## config.mk

```make
export PLATFORM = sky130hd
export DESIGN_NAME = id_ex_pipe_reg_flat
export DESIGN_NICKNAME = d
export VERILOG_FILES = /design/src/rtl/id_ex_pipe_reg_pkg.sv /design/src/rtl/id_ex_pipe_reg_if.sv /design/src/rtl/id_ex_pipe_reg_skid.sv /design/src/rtl/id_ex_pipe_reg.sv /design/src/flat_wrapper.sv
export SDC_FILE = /design/constraint.sdc
export NUM_CORES = 1
export LEC_CHECK = 0
export CAP_MARGIN = 20
export CORE_MARGIN = 5
export CORE_UTILIZATION = 50
export CTS_CLUSTER_DIAMETER = 80
export DETAILED_ROUTE_END_ITERATION = 16
export PLACE_DENSITY = 0.81
export SYNTH_ARGS = -nofsm -noshare
export SYNTH_HDL_FRONTEND = slang
export SYNTH_HIERARCHICAL = 1
export SYNTH_SLANG_ARGS = --single-unit
```

## constraint.sdc

```tcl
create_clock -name clk -period 2.1 [get_ports clk]
set_input_delay 0.42 -clock clk [delete_from_list [all_inputs] [get_ports clk]]
set_output_delay 0.42 -clock clk [all_outputs]
set_load 0.02 [all_outputs]
```

## src/rtl/id_ex_pipe_reg_pkg.sv

```systemverilog
`default_nettype none
// ============================================================================
// Module      : id_ex_pkg
// Description : Shared constants for the ID/EX pipeline register: ctrl field
//               layout, regs field offsets and handshake state encoding.
// Revision    : 1.0 - initial release
// ============================================================================
package id_ex_pkg;

   localparam int ALUOP_W = 6;
   localparam int CTRL_W  = 8 + ALUOP_W;

   // ctrl = {branch, jump, AluSrc, AluOp, MemRead, MemWrite, RegWrite, RegDst, MemtoReg}
   localparam int CTRL_BRANCH    = 13;
   localparam int CTRL_JUMP      = 12;
   localparam int CTRL_ALUSRC    = 11;
   localparam int CTRL_ALUOP_LSB = 5;
   localparam int CTRL_MEMREAD   = 4;
   localparam int CTRL_MEMWRITE  = 3;
   localparam int CTRL_REGWRITE  = 2;
   localparam int CTRL_REGDST    = 1;
   localparam int CTRL_MEMTOREG  = 0;

   localparam int REG_ADDR_W  = 5;
   localparam int REGS_W      = 3 * REG_ADDR_W;
   localparam int REGS_RS_LSB = 10;
   localparam int REGS_RT_LSB = 5;
   localparam int REGS_RD_LSB = 0;

   typedef enum logic [1:0] {
      EMPTY = 2'd0,
      FULL  = 2'd1,
      SKID  = 2'd2
   } pipe_state_t;

endpackage
`default_nettype wire

```

## src/rtl/id_ex_pipe_reg_if.sv

```systemverilog
`default_nettype none
// ============================================================================
// Module      : id_ex_pipe_reg_if
// Description : Decode-side and execute-side bundle of the ID/EX register.
// Revision    : 1.0 - initial release
// ============================================================================
interface id_ex_pipe_reg_if #(
   parameter int DATA_W  = 32,
   parameter int ALUOP_W = 6,
   parameter int CNT_W   = 16
);
   localparam int c_CTRL_W = 8 + ALUOP_W;
   localparam int c_REGS_W = 15;

   logic                flush;
   logic                in_valid;
   logic                in_ready;
   logic [c_CTRL_W-1:0] ctrl;
   logic [DATA_W-1:0]   npc;
   logic [DATA_W-1:0]   readdata1;
   logic [DATA_W-1:0]   readdata2;
   logic [DATA_W-1:0]   sigext;
   logic [c_REGS_W-1:0] regs;
   logic                out_valid;
   logic                out_ready;
   logic [c_CTRL_W-1:0] ctrl_out;
   logic [DATA_W-1:0]   npc_out;
   logic [DATA_W-1:0]   readdata1_out;
   logic [DATA_W-1:0]   readdata2_out;
   logic [DATA_W-1:0]   sigext_out;
   logic [c_REGS_W-1:0] regs_out;
   logic                hazard_stall;
   logic [CNT_W-1:0]    bubble_cnt;

   modport master (
      output flush, in_valid, ctrl, npc, readdata1, readdata2, sigext, regs, out_ready,
      input  in_ready, out_valid, ctrl_out, npc_out, readdata1_out, readdata2_out,
             sigext_out, regs_out, hazard_stall, bubble_cnt
   );

   modport slave (
      input  flush, in_valid, ctrl, npc, readdata1, readdata2, sigext, regs, out_ready,
      output in_ready, out_valid, ctrl_out, npc_out, readdata1_out, readdata2_out,
             sigext_out, regs_out, hazard_stall, bubble_cnt
   );

endinterface
`default_nettype wire

```

## src/rtl/id_ex_pipe_reg_skid.sv

```systemverilog
`default_nettype none
// ============================================================================
// Module      : pipe_skid_reg
// Description : Generic W-bit two-entry valid/ready skid register with flush.
// Revision    : 1.0 - initial release
// ============================================================================
module pipe_skid_reg
   import id_ex_pkg::*;
#(
   parameter int W = 8
) (
   input  logic         clk,
   input  logic         rst,
   input  logic         flush,
   input  logic         in_valid,
   output logic         in_ready,
   input  logic [W-1:0] in_data,
   output logic         out_valid,
   input  logic         out_ready,
   output logic [W-1:0] out_data
);

   pipe_state_t  r_state;
   pipe_state_t  w_state_nxt;
   logic [W-1:0] r_main;
   logic [W-1:0] r_skid;
   logic         w_accept;
   logic         w_consume;
   logic         w_load_main;
   logic         w_load_skid;
   logic         w_pop_skid;

   // in_ready is a pure decode of the state register, so it never sees out_ready
   assign in_ready  = (r_state != SKID);
   assign out_valid = (r_state != EMPTY);
   assign out_data  = r_main;
   assign w_accept  = in_valid && in_ready;
   assign w_consume = out_valid && out_ready;

   always_comb begin
      w_state_nxt = r_state;
      w_load_main = 1'b0;
      w_load_skid = 1'b0;
      w_pop_skid  = 1'b0;
      if (flush) begin
         w_state_nxt = EMPTY;
      end else begin
         case (r_state)
            EMPTY: begin
               if (w_accept) begin
                  w_load_main = 1'b1;
                  w_state_nxt = FULL;
               end
            end
            FULL: begin
               if (w_accept && w_consume) begin
                  w_load_main = 1'b1;
               end else if (w_accept) begin
                  w_load_skid = 1'b1;
                  w_state_nxt = SKID;
               end else if (w_consume) begin
                  w_state_nxt = EMPTY;
               end
            end
            SKID: begin
               if (w_consume) begin
                  w_pop_skid  = 1'b1;
                  w_state_nxt = FULL;
               end
            end
            default: w_state_nxt = EMPTY;
         endcase
      end
   end

   always_ff @(posedge clk or negedge rst) begin
      if (!rst) begin
         r_state <= EMPTY;
      end else begin
         r_state <= w_state_nxt;
      end
   end

   always_ff @(posedge clk or negedge rst) begin
      if (!rst) begin
         r_main <= '0;
         r_skid <= '0;
      end else begin
         if (w_load_main) begin
            r_main <= in_data;
         end else if (w_pop_skid) begin
            r_main <= r_skid;
         end
         if (w_load_skid) begin
            r_skid <= in_data;
         end
      end
   end

endmodule
`default_nettype wire

```

## src/rtl/id_ex_pipe_reg.sv

```systemverilog
`default_nettype none
// ============================================================================
// Module      : id_ex_pipe_reg
// Description : ID/EX pipeline register with skid buffer, flush, bubble gating
//               and bubble counter. Load-use stall built when ID_EX_HAZARD_EN.
// Revision    : 1.0 - initial release
// ============================================================================
module id_ex_pipe_reg #(
   parameter int DATA_W  = 32,
   parameter int ALUOP_W = 6,
   parameter int CNT_W   = 16
) (
   input logic             clk,
   input logic             rst,
   id_ex_pipe_reg_if.slave bus
);
   import id_ex_pkg::*;

   localparam int c_CTRL_W = 8 + ALUOP_W;
   localparam int c_W      = c_CTRL_W + 4 * DATA_W + REGS_W;
   localparam int c_BRANCH = c_CTRL_W - 1;
   localparam int c_JUMP   = c_CTRL_W - 2;

   logic                w_hazard;
   logic                w_in_valid;
   logic                w_skid_in_ready;
   logic                w_out_valid;
   logic [c_W-1:0]      w_in_data;
   logic [c_W-1:0]      w_out_data;
   logic [c_CTRL_W-1:0] w_ctrl_q;
   logic [c_CTRL_W-1:0] w_ctrl_gated;
   logic [CNT_W-1:0]    r_bubble_cnt;

   assign w_in_data = {bus.ctrl, bus.npc, bus.readdata1, bus.readdata2, bus.sigext, bus.regs};
   assign {w_ctrl_q, bus.npc_out, bus.readdata1_out, bus.readdata2_out,
           bus.sigext_out, bus.regs_out} = w_out_data;

`ifdef ID_EX_HAZARD_EN
   logic [REG_ADDR_W-1:0] w_rt_out;
   logic [REG_ADDR_W-1:0] w_rs_in;
   logic [REG_ADDR_W-1:0] w_rt_in;

   assign w_rt_out = bus.regs_out[REGS_RT_LSB +: REG_ADDR_W];
   assign w_rs_in  = bus.regs[REGS_RS_LSB +: REG_ADDR_W];
   assign w_rt_in  = bus.regs[REGS_RT_LSB +: REG_ADDR_W];
   // A load in EX whose destination feeds the decoding instruction; flush wins
   assign w_hazard = !bus.flush && bus.in_valid && w_out_valid &&
                     w_ctrl_q[CTRL_MEMREAD] && w_ctrl_q[CTRL_REGWRITE] &&
                     (w_rt_out != '0) && ((w_rt_out == w_rs_in) || (w_rt_out == w_rt_in));
`else
   assign w_hazard = 1'b0;
`endif

   assign w_in_valid       = bus.in_valid && !w_hazard;
   assign bus.in_ready     = w_skid_in_ready && !w_hazard;
   assign bus.out_valid    = w_out_valid;
   assign bus.hazard_stall = w_hazard;
   assign bus.bubble_cnt   = r_bubble_cnt;

   pipe_skid_reg #(
      .W (c_W)
   ) u_skid (
      .clk       (clk),
      .rst       (rst),
      .flush     (bus.flush),
      .in_valid  (w_in_valid),
      .in_ready  (w_skid_in_ready),
      .in_data   (w_in_data),
      .out_valid (w_out_valid),
      .out_ready (bus.out_ready),
      .out_data  (w_out_data)
   );

   // Bits with side effects must read as a NOP while EX holds a bubble
   always_comb begin
      w_ctrl_gated = w_ctrl_q;
      if (!w_out_valid) begin
         w_ctrl_gated[c_BRANCH]      = 1'b0;
         w_ctrl_gated[c_JUMP]        = 1'b0;
         w_ctrl_gated[CTRL_MEMREAD]  = 1'b0;
         w_ctrl_gated[CTRL_MEMWRITE] = 1'b0;
         w_ctrl_gated[CTRL_REGWRITE] = 1'b0;
      end
   end

   assign bus.ctrl_out = w_ctrl_gated;

   always_ff @(posedge clk or negedge rst) begin
      if (!rst) begin
         r_bubble_cnt <= '0;
      end else if (bus.out_ready && !w_out_valid && (r_bubble_cnt != '1)) begin
         r_bubble_cnt <= r_bubble_cnt + CNT_W'(1);
      end
   end

endmodule
`default_nettype wire
```

## src/flat_wrapper.sv

```systemverilog
// flat-port wrapper written by rule: the top's interface ports become plain ports
module id_ex_pipe_reg_flat import id_ex_pkg::*;
#(
   parameter int DATA_W  = 32,
   parameter int ALUOP_W = 6,
   parameter int CNT_W   = 16
)
  (clk, rst, bus_flush, bus_in_valid, bus_ctrl, bus_npc, bus_readdata1, bus_readdata2, bus_sigext, bus_regs, bus_out_ready, bus_in_ready, bus_out_valid, bus_ctrl_out, bus_npc_out, bus_readdata1_out, bus_readdata2_out, bus_sigext_out, bus_regs_out, bus_hazard_stall, bus_bubble_cnt);
  id_ex_pipe_reg_if #(.DATA_W(DATA_W), .ALUOP_W(ALUOP_W), .CNT_W(CNT_W)) bus_i ();
  input logic clk;
  input logic rst;
  input wire logic [$bits(bus_i.flush)-1:0] bus_flush;
  input wire logic [$bits(bus_i.in_valid)-1:0] bus_in_valid;
  input wire logic [$bits(bus_i.ctrl)-1:0] bus_ctrl;
  input wire logic [$bits(bus_i.npc)-1:0] bus_npc;
  input wire logic [$bits(bus_i.readdata1)-1:0] bus_readdata1;
  input wire logic [$bits(bus_i.readdata2)-1:0] bus_readdata2;
  input wire logic [$bits(bus_i.sigext)-1:0] bus_sigext;
  input wire logic [$bits(bus_i.regs)-1:0] bus_regs;
  input wire logic [$bits(bus_i.out_ready)-1:0] bus_out_ready;
  output wire logic [$bits(bus_i.in_ready)-1:0] bus_in_ready;
  output wire logic [$bits(bus_i.out_valid)-1:0] bus_out_valid;
  output wire logic [$bits(bus_i.ctrl_out)-1:0] bus_ctrl_out;
  output wire logic [$bits(bus_i.npc_out)-1:0] bus_npc_out;
  output wire logic [$bits(bus_i.readdata1_out)-1:0] bus_readdata1_out;
  output wire logic [$bits(bus_i.readdata2_out)-1:0] bus_readdata2_out;
  output wire logic [$bits(bus_i.sigext_out)-1:0] bus_sigext_out;
  output wire logic [$bits(bus_i.regs_out)-1:0] bus_regs_out;
  output wire logic [$bits(bus_i.hazard_stall)-1:0] bus_hazard_stall;
  output wire logic [$bits(bus_i.bubble_cnt)-1:0] bus_bubble_cnt;
  assign bus_i.flush = bus_flush;
  assign bus_i.in_valid = bus_in_valid;
  assign bus_i.ctrl = bus_ctrl;
  assign bus_i.npc = bus_npc;
  assign bus_i.readdata1 = bus_readdata1;
  assign bus_i.readdata2 = bus_readdata2;
  assign bus_i.sigext = bus_sigext;
  assign bus_i.regs = bus_regs;
  assign bus_i.out_ready = bus_out_ready;
  assign bus_in_ready = bus_i.in_ready;
  assign bus_out_valid = bus_i.out_valid;
  assign bus_ctrl_out = bus_i.ctrl_out;
  assign bus_npc_out = bus_i.npc_out;
  assign bus_readdata1_out = bus_i.readdata1_out;
  assign bus_readdata2_out = bus_i.readdata2_out;
  assign bus_sigext_out = bus_i.sigext_out;
  assign bus_regs_out = bus_i.regs_out;
  assign bus_hazard_stall = bus_i.hazard_stall;
  assign bus_bubble_cnt = bus_i.bubble_cnt;
  id_ex_pipe_reg #(.DATA_W(DATA_W), .ALUOP_W(ALUOP_W), .CNT_W(CNT_W)) u_core (.clk(clk), .rst(rst), .bus(bus_i));
endmodule
```

==> impl_metrics.toml <==
[worst_setup_path]
critical_path.max_stage_delay_ns = 0.38
timing.critical_path.arrival_ns = 1.63
regToRegSetupSlack_ns = 0.17
worstSetupStartpoint = "u_core/u_skid/r_state[0]$_DFFE_PN0P_"
cpMaxStageDelayCell = "dfrtp_1"
timing.rr.start = "u_core/u_skid/r_state[1]$_DFFE_PN0P_"
path_class = "reg2out"
cell_chain_of_the_critical_path = "or2_4, and2_1, clkdlybuf4s15_2"
r2r_end = "u_core/u_skid/out_data[10]$_DFFE_PN0P_"
crit_required_ns = 1.68
r2r_cells = 5
crit_cells = 3
critical_path.top_delay_family = "simple AND/OR/NAND/NOR gates"
worst-path-max-fanout = 8
critical_path.startpoint_type = "flop"
crit_path_end_kind = "output port"
worst-path-buf-inv = 1
setup.worst_path.end = "bus_ctrl_out[12]"

[drt]
via_per_inst = 5.68
route.detailed.drc = 0
first_iter_violations = 648
antenna_left = 0
route.detailed.wl_per_inst_um = 21.4
drt-pass1-iter-count = 5
via_count = 9456
detail_route.wirelength_um = 35600

[global_route]
grt_first_pass_wirelength_um = 56700
grt_start_max_net_pins = 65
grt_pass1_vias = 10171
antenna_found_initial = 2
globalRouteOverflowTotal = 0
global_route.usage.total = 0.226

[cts]
clock_tree.root_cell = "clkbuf_16"
clock_path_buffers = 3
tritoncts = "built"
numClockSinks = 332
htree_num_levels = 2
clkTransAtPathRegs_ns = 0.06
worst_skew_pair.late_latency_ns = 0.50
cts_inserted_buffers = 36

[yosys]
compound_cell_area_share_of_the_yosys_netlist = 0.117
post-synth-top-count-cell = "dfrtp_1"
synth.ff_latch_count = 332
synth_flop_cell = "dfrtp_1"
dominant_combinational_cell_family_by_area_after_synthesis = "multiplexers"
synth_edf_count = 0
post-synth-top-area-cell = "dfrtp_1"
synth_fa_ha_area_frac = 0.000912
netlist_area_before_placement_um2 = 13700
syn_nets = 1112
post_synth.cell_area_avg_um2 = 14.5
yosysUniqueCellTypes = 43
muxShareOfSynthArea = 0.131
synth.top_cells.by_area = "dfrtp_1, mux2_2, a221o_1"
post_synth_xor_area_fraction = 0.00958
post-synth-top-area-fraction = 0.606
number_of_synthesis_warnings = 6
yosys.area_share.simple = 0.0982
postSynthCellCount = 949
seq_area_frac_synth = 0.606
netlist_top_cells_count = "dfrtp_1, and2_1, a221o_1, mux2_2, buf_6"
ys_async_sr_fraction = 1.00

[cells_and_area]
fin_nets = 1460
synthToLayoutAreaGrowth_pct = 37.6
drive_above_1_share = 0.210

[sta]
final-max-slew-violation-count = 0
tns_ns = 0
rsz0062_at_grt = "no"
hold-worst-slack_ns = 0.421
slew_headroom = 0.588
final_setup_slack_of_the_worst_path_ns = 0.0516
final.min_clock_period_ns = 2.05
fmax_mhz = 488
layout_worst_path_cycle_share = 0.975
finalHoldViolCount = 0
clock_skew_ns = 0.0160
finalSetupViolations = 0
worst_slew_pin_slew_ns = 0.613

[power]
power.density_nw_per_um2 = 1060
power_uw = 20000
power.ir.vdd_worst_v = 0.000752
leakage_uw = 0.00835

[floorplan]
floorplan.die.height_um = 176
io-pin-count = 338
die_width_um = 176
initial_utilization = 0.509
placement_rows = 60
core_area_um2 = 27000
die_area_um2 = 30900

[hold_path]
holdCritPathClass = "in2async"

[outcome]
outcome = "complete, no violations"

[place]
gpl.final_weighted_congestion = 0.819
detailedPlace.worstSlack_ns = -0.269
numPortBuffers = 336
place.detailed.hpwl_um = 24100

[flow_run]
max_cap_violations = 0
final cells by class:
| class | count | area (um^2) |
|---|---|---|
| antenna | 2 | 5.00 |
| clock buffer | 48 | 1030 |
| clock inverter | 15 | 181 |
| fill | 1801 | 8080 |
| inverter | 1 | 3.75 |
| multi-input combinational | 547 | 4920 |
| sequential | 332 | 8310 |
| tap | 341 | 427 |
| timing repair buffer | 379 | 4000 |
worst min-delay path by stage:
| stage | from | end | slack, ns |
|---|---|---|---|
| final | rst | u_core/u_skid/r_skid[33]$_DFFE_PN0P_ | 0.42 |
| after global routing | rst | u_core/u_skid/r_skid[33]$_DFFE_PN0P_ | 0.45 |
| after CTS | rst | u_core/u_skid/r_skid[33]$_DFFE_PN0P_ | 0.43 |
| after detailed placement | rst | u_core/u_skid/out_data[71]$_DFFE_PN0P_ | 0.36 |
| after global placement | rst | u_core/u_skid/r_skid[33]$_DFFE_PN0P_ | 0.36 |
| after floorplan | rst | u_core/bus.bubble_cnt[0]$_DFFE_PN0P_ | 0.12 |
stage by stage:
| stage | utilization | area (um^2) | std cells |
|---|---|---|---|
| floorplan | - | 13700 | 949 |
| CTS | 0.700 | 18900 | 1663 |
| detailed placement | 0.655 | 17600 | 1599 |
| global route | 0.700 | 18900 | 1665 |
| finish | 0.700 | 18900 | 1665 |
| global placement | 0.655 | 17600 | 1599 |
flip-flops by register name, summed over array words and instances (netlist names):
signal                  cells
u_core/u_skid/r_skid      157
u_core/u_skid/out_data    157
u_core/u_skid/r_state       2
u_core/bus.bubble_cnt      16
routing by layer:
| layer | global-route usage | wire, um | vias to the layer above |
|---|---|---|---|
| li1 | - | - | 4234 |
| met1 | 0.295 | 14500 | 4822 |
| met2 | 0.375 | 17500 | 339 |
| met3 | 0.0628 | 2660 | 61 |
| met4 | 0.0643 | 939 | 0 |
| met5 | 0 | 0 | - |
kinds of logic (layout without fill, tap and decap cells):
group                      count (synthesis)  count (layout)
DFF                                      332             332
and+or+nand+nor                          209             209
AOI/OAI and AO/OA                        162             162
muxes                                    159             159
buffers and inverters                     70             443
xor gates and xnor gates                  15              15
adders and majority gates                  1               1
other                                      1               3
repair_timing:
item	in CTS	in global routing
endpoints found under the setup margin	10	3
hold buffers	1	0
resized for setup	21	3
hold endpoints to repair	36	0
buffers inserted	0	0
power breakdown:
group	leakage [uW]	switching [uW]	internal, uW
Clock	0.000601	2480	3930
Combinational	0.00365	2060	2650
Sequential	0.00410	906	7980
cells in the final DEF (no fill, tap or decap), types with 3 or more instances in the layout:
master / n
clkbuf_1: 5
dlymetal6s2s_1: 3
nand3_1: 3
mux2_2: 157
dlygate4sd2_1: 5
clkdlybuf4s50_1: 322
buf_12: 24
clkbuf_8: 6
nand2_1: 7
nor3_1: 4
nor2_1: 4
buf_4: 18
xor2_1: 13
clkdlybuf4s15_2: 5
nand4_1: 3
and2_1: 162
bufinv_16: 4
a221o_1: 157
clkinv_2: 9
clkbuf_16: 37
dfrtp_1: 332
No activity file was read; power rests on OpenSTA's default activity.
